[config.mk]
export PLATFORM = sky130hd
export DESIGN_NAME = regfile_wb_sched
export DESIGN_NICKNAME = d
export VERILOG_FILES = /design/src/rtl/regfile_wb_sched_pkg.sv /design/src/rtl/regfile_wb_sched_rr_arbiter.sv /design/src/rtl/regfile_wb_sched.sv
export SDC_FILE = /design/constraint.sdc
export NUM_CORES = 1
export LEC_CHECK = 0
export ABC_AREA = 1
export BUFFER_PORTS_ARGS = -buffer_cell sky130_fd_sc_hd__buf_2
export CAP_MARGIN = 25
export CORE_MARGIN = 4
export CORE_UTILIZATION = 27
export DETAILED_ROUTE_END_ITERATION = 12
export REMOVE_ABC_BUFFERS = 1
export SETUP_SLACK_MARGIN = 0.3
export SYNTH_ARGS = -nofsm -noshare
export SYNTH_HDL_FRONTEND = slang
export SYNTH_SLANG_ARGS = --single-unit
[constraint.sdc]
create_clock -name clk -period 4.9 [get_ports clk]
set_input_delay 0.98 -clock clk [delete_from_list [all_inputs] [get_ports clk]]
set_output_delay 0.98 -clock clk [all_outputs]
set_load 0.005 [all_outputs]
[src/rtl/regfile_wb_sched_pkg.sv]
// Shared definitions for the register-file writeback scheduler: FSM encodings,
// default widths and the hard-wired zero register index.
package regfile_wb_sched_pkg;

  localparam int XLEN_DEF   = 32;
  localparam int REG_AW_DEF = 5;

  localparam logic [REG_AW_DEF-1:0] REG_ZERO = '0;

  typedef enum logic [1:0] {
    ST_INIT = 2'd0,
    ST_RUN  = 2'd1,
    ST_HOLD = 2'd2
  } wb_state_e;

endpackage

[src/rtl/regfile_wb_sched_rr_arbiter.sv]
// Round-robin arbiter: starting at ptr, the first requesting source wins.
// Produces a one-hot grant, the winner's index and an any-grant flag.
module regfile_wb_sched_rr_arbiter #(
  parameter int NUM_SRC = 3
) (
  input  logic [NUM_SRC-1:0] req,
  input  logic [2:0]         ptr,
  output logic [NUM_SRC-1:0] grant,
  output logic [2:0]         grant_idx,
  output logic               grant_any
);

  int idx;

  // NOTE: every output of a combinational block gets a default before any
  // conditional assignment, otherwise synthesis infers latches.
  always_comb begin
    grant     = '0;
    grant_idx = '0;
    grant_any = 1'b0;
    idx       = 0;
    for (int off = 0; off < NUM_SRC; off++) begin
      idx = int'(ptr) + off;
      if (idx >= NUM_SRC) idx = idx - NUM_SRC;
      if (!grant_any && req[idx]) begin
        grant[idx] = 1'b1;
        grant_idx  = 3'(idx);
        grant_any  = 1'b1;
      end
    end
  end

endmodule

[src/rtl/regfile_wb_sched.sv]
// Writeback scheduler: zero-fills x1..x31 after reset, then round-robins producers
// onto the single RF write port. Optional wb-stage forwarding under `WB_FWD_EN.
module regfile_wb_sched
  import regfile_wb_sched_pkg::*;
#(
  parameter int NUM_SRC = 3,
  parameter int XLEN    = XLEN_DEF,
  parameter int REG_AW  = REG_AW_DEF
) (
  input  logic                      clk,
  input  logic                      rst,
  input  logic [NUM_SRC-1:0]        src_valid,
  output logic [NUM_SRC-1:0]        src_ready,
  input  logic [NUM_SRC*REG_AW-1:0] src_rd,
  input  logic [NUM_SRC*XLEN-1:0]   src_data,
  input  logic                      hold,
  output logic                      rf_we,
  output logic [REG_AW-1:0]         rf_rd,
  output logic [XLEN-1:0]           rf_wdata,
  output logic                      init_done,
  output logic [2:0]                grant_id
`ifdef WB_FWD_EN
  ,
  input  logic [REG_AW-1:0]         fwd_rs1,
  input  logic [REG_AW-1:0]         fwd_rs2,
  output logic                      fwd_rs1_hit,
  output logic                      fwd_rs2_hit,
  output logic [XLEN-1:0]           fwd_data
`endif
);

  wb_state_e          state;
  logic [REG_AW-1:0]  init_cnt;
  logic [2:0]         rr_ptr;
  logic [NUM_SRC-1:0] grant;
  logic [2:0]         grant_idx;
  logic               grant_any;
  logic               run_ok;
  logic               accept;
  logic [REG_AW-1:0]  sel_rd;
  logic [XLEN-1:0]    sel_data;
  logic [2:0]         rr_next;

  regfile_wb_sched_rr_arbiter #(.NUM_SRC(NUM_SRC)) u_arb (
    .req       (src_valid),
    .ptr       (rr_ptr),
    .grant     (grant),
    .grant_idx (grant_idx),
    .grant_any (grant_any)
  );

  // HOLD only differs from RUN by name; the live hold input gates grants directly
  // so acceptance resumes in the very cycle hold drops.
  assign run_ok    = (state != ST_INIT) && !hold;
  assign src_ready = run_ok ? grant : '0;
  assign accept    = run_ok && grant_any;
  assign grant_id  = grant_idx;
  assign rr_next   = (grant_idx == 3'(NUM_SRC - 1)) ? 3'd0 : grant_idx + 3'd1;

  always_comb begin
    sel_rd   = '0;
    sel_data = '0;
    for (int i = 0; i < NUM_SRC; i++) begin
      if (grant[i]) begin
        sel_rd   = src_rd[i*REG_AW +: REG_AW];
        sel_data = src_data[i*XLEN +: XLEN];
      end
    end
  end

  // NOTE: sequential state uses non-blocking assignments so every register
  // samples pre-edge values regardless of statement order.
  always_ff @(posedge clk or posedge rst) begin
    if (rst) begin
      state     <= ST_INIT;
      init_cnt  <= REG_AW'(1);
      rr_ptr    <= '0;
      rf_we     <= 1'b0;
      rf_rd     <= '0;
      rf_wdata  <= '0;
      init_done <= 1'b0;
    end else begin
      init_done <= (state != ST_INIT);
      case (state)
        ST_INIT: begin
          if (!hold) begin
            rf_we    <= 1'b1;
            rf_rd    <= init_cnt;
            rf_wdata <= '0;
            if (init_cnt == '1) state <= ST_RUN;
            else                init_cnt <= init_cnt + REG_AW'(1);
          end else begin
            rf_we <= 1'b0;
          end
        end
        ST_RUN, ST_HOLD: begin
          state <= hold ? ST_HOLD : ST_RUN;
          // Writes to x0 complete the handshake but never reach the register file.
          rf_we <= accept && (sel_rd != REG_AW'(REG_ZERO));
          if (accept) begin
            rf_rd    <= sel_rd;
            rf_wdata <= sel_data;
            rr_ptr   <= rr_next;
          end
        end
        default: state <= ST_INIT;
      endcase
    end
  end

`ifdef WB_FWD_EN
  // rf_we already excludes x0, so it doubles as "wb stage valid and rd != 0".
  assign fwd_rs1_hit = rf_we && (rf_rd == fwd_rs1);
  assign fwd_rs2_hit = rf_we && (rf_rd == fwd_rs2);
  assign fwd_data    = rf_wdata;
`endif

endmodule

==> impl_metrics.env <==
export IMPL_outcome="complete, no violations"
export IMPL_gp_congestion=0.9318
export IMPL_ant_nets=0
export IMPL_clock_sinks=49
export IMPL_setup_ws_ns=0.6460
export IMPL_fin_cells=814
export IMPL_place_ws_ns=0.5442
export IMPL_layout_commonest_cell="nand2_1"
export IMPL_grt_usage=0.1475
export IMPL_finalCriticalPeriod_ns=4.254
export IMPL_min_path_type="reg2reg"
export IMPL_postLayoutCellArea_um2=4572
export IMPL_synth_avg_cell_area_um2=6.977
export IMPL_vias=3761
export IMPL_p_leak_nw=2.630
export IMPL_start_util=0.2805
export IMPL_placed_area_um2=4394
export IMPL_fillers=1304
export IMPL_critPathMaxFanout=21
export IMPL_dpl_cell_count=804
export IMPL_dp_hpwl_um=8600
export IMPL_ys_warn_count=0
export IMPL_slew_viol_final=0
export IMPL_fin_worst_skew_ns=0.004707
export IMPL_hold_violations=0
export IMPL_clockRootBuffer="clkbuf_16"
export IMPL_max_freq_ghz=0.2351
export IMPL_final_util=0.3729
export IMPL_syn_cell_area_um2=3440
export IMPL_routed_wl_um=11270
export IMPL_initialDrtViolationCount=167
export IMPL_multi_input_area_um2=1961
export IMPL_ys_seq_area_frac=0.3569
export IMPL_clk_latency_ns=0.29
export IMPL_cts_buffer_depth=2
export IMPL_power_mw=3.853
export IMPL_grt_first_pass_wirelength_um=17390
export IMPL_portBuffers=161
export IMPL_nNetsFinal=778
export IMPL_wl_per_cell_um=13.84
export IMPL_ys_types=36
export IMPL_grt_remaining_overflow=0
export IMPL_drv_cap=0
export IMPL_r2r_end="rf_we$_DFFE_PP0P_"
export IMPL_criticalPathCategory="reg2out"
export IMPL_postSynthRegisterBits=49
export IMPL_hold_start="rf_wdata[13]$_DFFE_PP0P_"
export IMPL_ff2ff_path_depth=21
export IMPL_grt_start_max_net_pins=41
export IMPL_holdBufCountCts=0
export IMPL_cts_tree="built"
export IMPL_drive_above_1_share=0.3127
export IMPL_grt_pass1_vias=3618
export IMPL_startpoint_type="register"
export IMPL_synthCells=493
export IMPL_rrSetupSlack_ns=1.11
export IMPL_coreArea_um2=12260
export IMPL_fp_dieH_um=120.9
export IMPL_antenna_found_initial=0
export IMPL_htree_levels=2
export IMPL_regArea_um2=1229
export IMPL_via_per_inst=4.620
export IMPL_io_pins=162
export IMPL_std_cell_rows=40
export IMPL_die_x_um=120.9
export IMPL_rsz0062_at_grt="false"
export IMPL_setup_worst_path_end_class="primary output"
export IMPL_ir_worst_vdd_uv=440.1
export IMPL_whs_endpoint="rf_wdata[13]$_DFFE_PP0P_"
export IMPL_whs_ns=0.4743
export IMPL_drt_pass1_iterations=4
export IMPL_tightest_slew_ns=0.8456
export IMPL_cts_clk_slew_worst_paths_ns=0.07
export IMPL_layout_common_cells="nand2_1 (194), buf_2 (161), a21oi_1 (48)"
export IMPL_cp_required_ns=3.92
export IMPL_cts_buffers=5
export IMPL_holdPathStages=2
export IMPL_syn2layout_area_growth_pct=32.92
export IMPL_dieArea_um2=14610
export IMPL_final_setup_viol_count=0
export IMPL_critical_path_arrival_ns=3.27
export IMPL_drc=0
export IMPL_fin_crit_sh=0.8682
export IMPL_insertedDiodeCount=0
export IMPL_power_density_nw_per_um2=842.8
export IMPL_relSlewSlack=0.4350
export IMPL_fin_tns_setup_ns=0
export IMPL_r2r_start="rr_ptr[1]$_DFFE_PP0P_"
## power by group
group | leakage (nW) | internal (mW) | switching [mW]
Clock | 0.0712 | 0.191 | 0.158
Sequential | 0.641 | 0.545 | 0.0834
Combinational | 1.92 | 0.979 | 1.90
## area by class of cell
cell class	instances	area share
clock inverter	2	0.003010
tap	168	0.04598
sequential	49	0.2687
timing repair buffer	168	0.1905
clock buffer	6	0.02819
multi-input combinational	380	0.4288
inverter	41	0.03476
## Yosys cell counts
cell type | n | area, µm²
nand2_2 | 7 | 43.79
nand3_4 | 1 | 17.52
buf_4 | 1 | 7.510
o21ai_1 | 8 | 40.04
or2_1 | 1 | 6.260
inv_1 | 36 | 135.1
or2_2 | 1 | 6.260
xnor2_1 | 2 | 17.52
clkbuf_1 | 8 | 30.03
a21oi_1 | 48 | 240.2
inv_2 | 5 | 18.77
nand2_4 | 1 | 11.26
a311oi_1 | 1 | 8.760
buf_2 | 13 | 65.06
o211ai_1 | 32 | 240.2
nand3_1 | 17 | 85.08
nor2_2 | 2 | 12.51
o21bai_1 | 1 | 7.510
o32ai_1 | 1 | 8.760
nor2_4 | 2 | 22.52
ha_1 | 16 | 200.2
nand2_1 | 194 | 728.2
o22ai_1 | 3 | 18.77
or2_0 | 3 | 18.77
buf_6 | 1 | 11.26
a22oi_1 | 1 | 7.510
dfstp_2 | 1 | 26.28
o221ai_1 | 1 | 8.760
nor3_1 | 3 | 15.01
xor2_1 | 2 | 17.52
nand4_1 | 1 | 6.260
nand3_2 | 2 | 20.02
o21ai_0 | 9 | 45.04
mux2_2 | 2 | 22.52
dfrtp_1 | 48 | 1201
nor2_1 | 18 | 67.56
## per-layer routing
layer	track usage	up-vias	share of wire
met4	0.02550	0	0.012
met3	0.03170	11	0.070
met5	0	-	0
met1	0.1868	1679	0.44
met2	0.2605	147	0.48
li1	-	1924	-
## what timing repair did
| item | CTS | global route |
|---|---|---|
| gates cloned | 0 | 0 |
| resized for setup | 1 | 5 |
| pin swaps | 0 | 0 |
| buffers inserted | 0 | 2 |
| endpoints found under the setup margin | 1 | 2 |
## flip-flops by register name (all words and copies together) (netlist names)
name / count
init_cnt: 5
init_done: 1
rf_rd: 5
rf_wdata: 32
rf_we: 1
rr_ptr: 3
state: 2
## worst max-delay path, stage by stage (launching register included)
cell	delay [ns]
dfrtp_2	0.44
inv_4	0.08
ha_1	0.38
inv_1	0.15
a21oi_1	0.11
ha_1	0.28
o21ai_0	0.08
a311oi_1	0.21
ha_1	0.22
inv_1	0.06
nor3_1	0.17
nand3_1	0.10
nand2_1	0.07
inv_1	0.08
nand2_8	0.16
inv_1	0.12
nor2_1	0.14
buf_2	0.14
## worst max path at each step
stage / slack [ns] / depth (start not counted) / end / start
floorplan: 0.84 / 16 / src_ready[2] / rr_ptr[0]$_DFFE_PP0P_
global placement: 0.62 / 17 / src_ready[1] / rr_ptr[0]$_DFFE_PP0P_
detailed placement: 0.54 / 18 / src_ready[1] / rr_ptr[0]$_DFFE_PP0P_
CTS: 0.38 / 17 / src_ready[1] / rr_ptr[0]$_DFFE_PP0P_
global route: 0.34 / 17 / src_ready[1] / rr_ptr[0]$_DFFE_PP0P_
finish: 0.65 / 17 / src_ready[1] / rr_ptr[0]$_DFFE_PP0P_
## cells by family (layout without fill, tap and decap cells)
group                    after synthesis  after routing  share of synthesized area
XOR/XNOR                               4              4                    0.01019
AND/OR/NAND/NOR                      253            253                     0.3085
multiplexers                           2              2                   0.006547
buffers and inverters                 64            217                    0.07785
adder cells (fa/ha/maj)               16             16                    0.05820
AO/OA/AOI/OAI                        105            105                     0.1819
flip-flops                            49             49                     0.3569
Power figures use the tool's default switching activity.
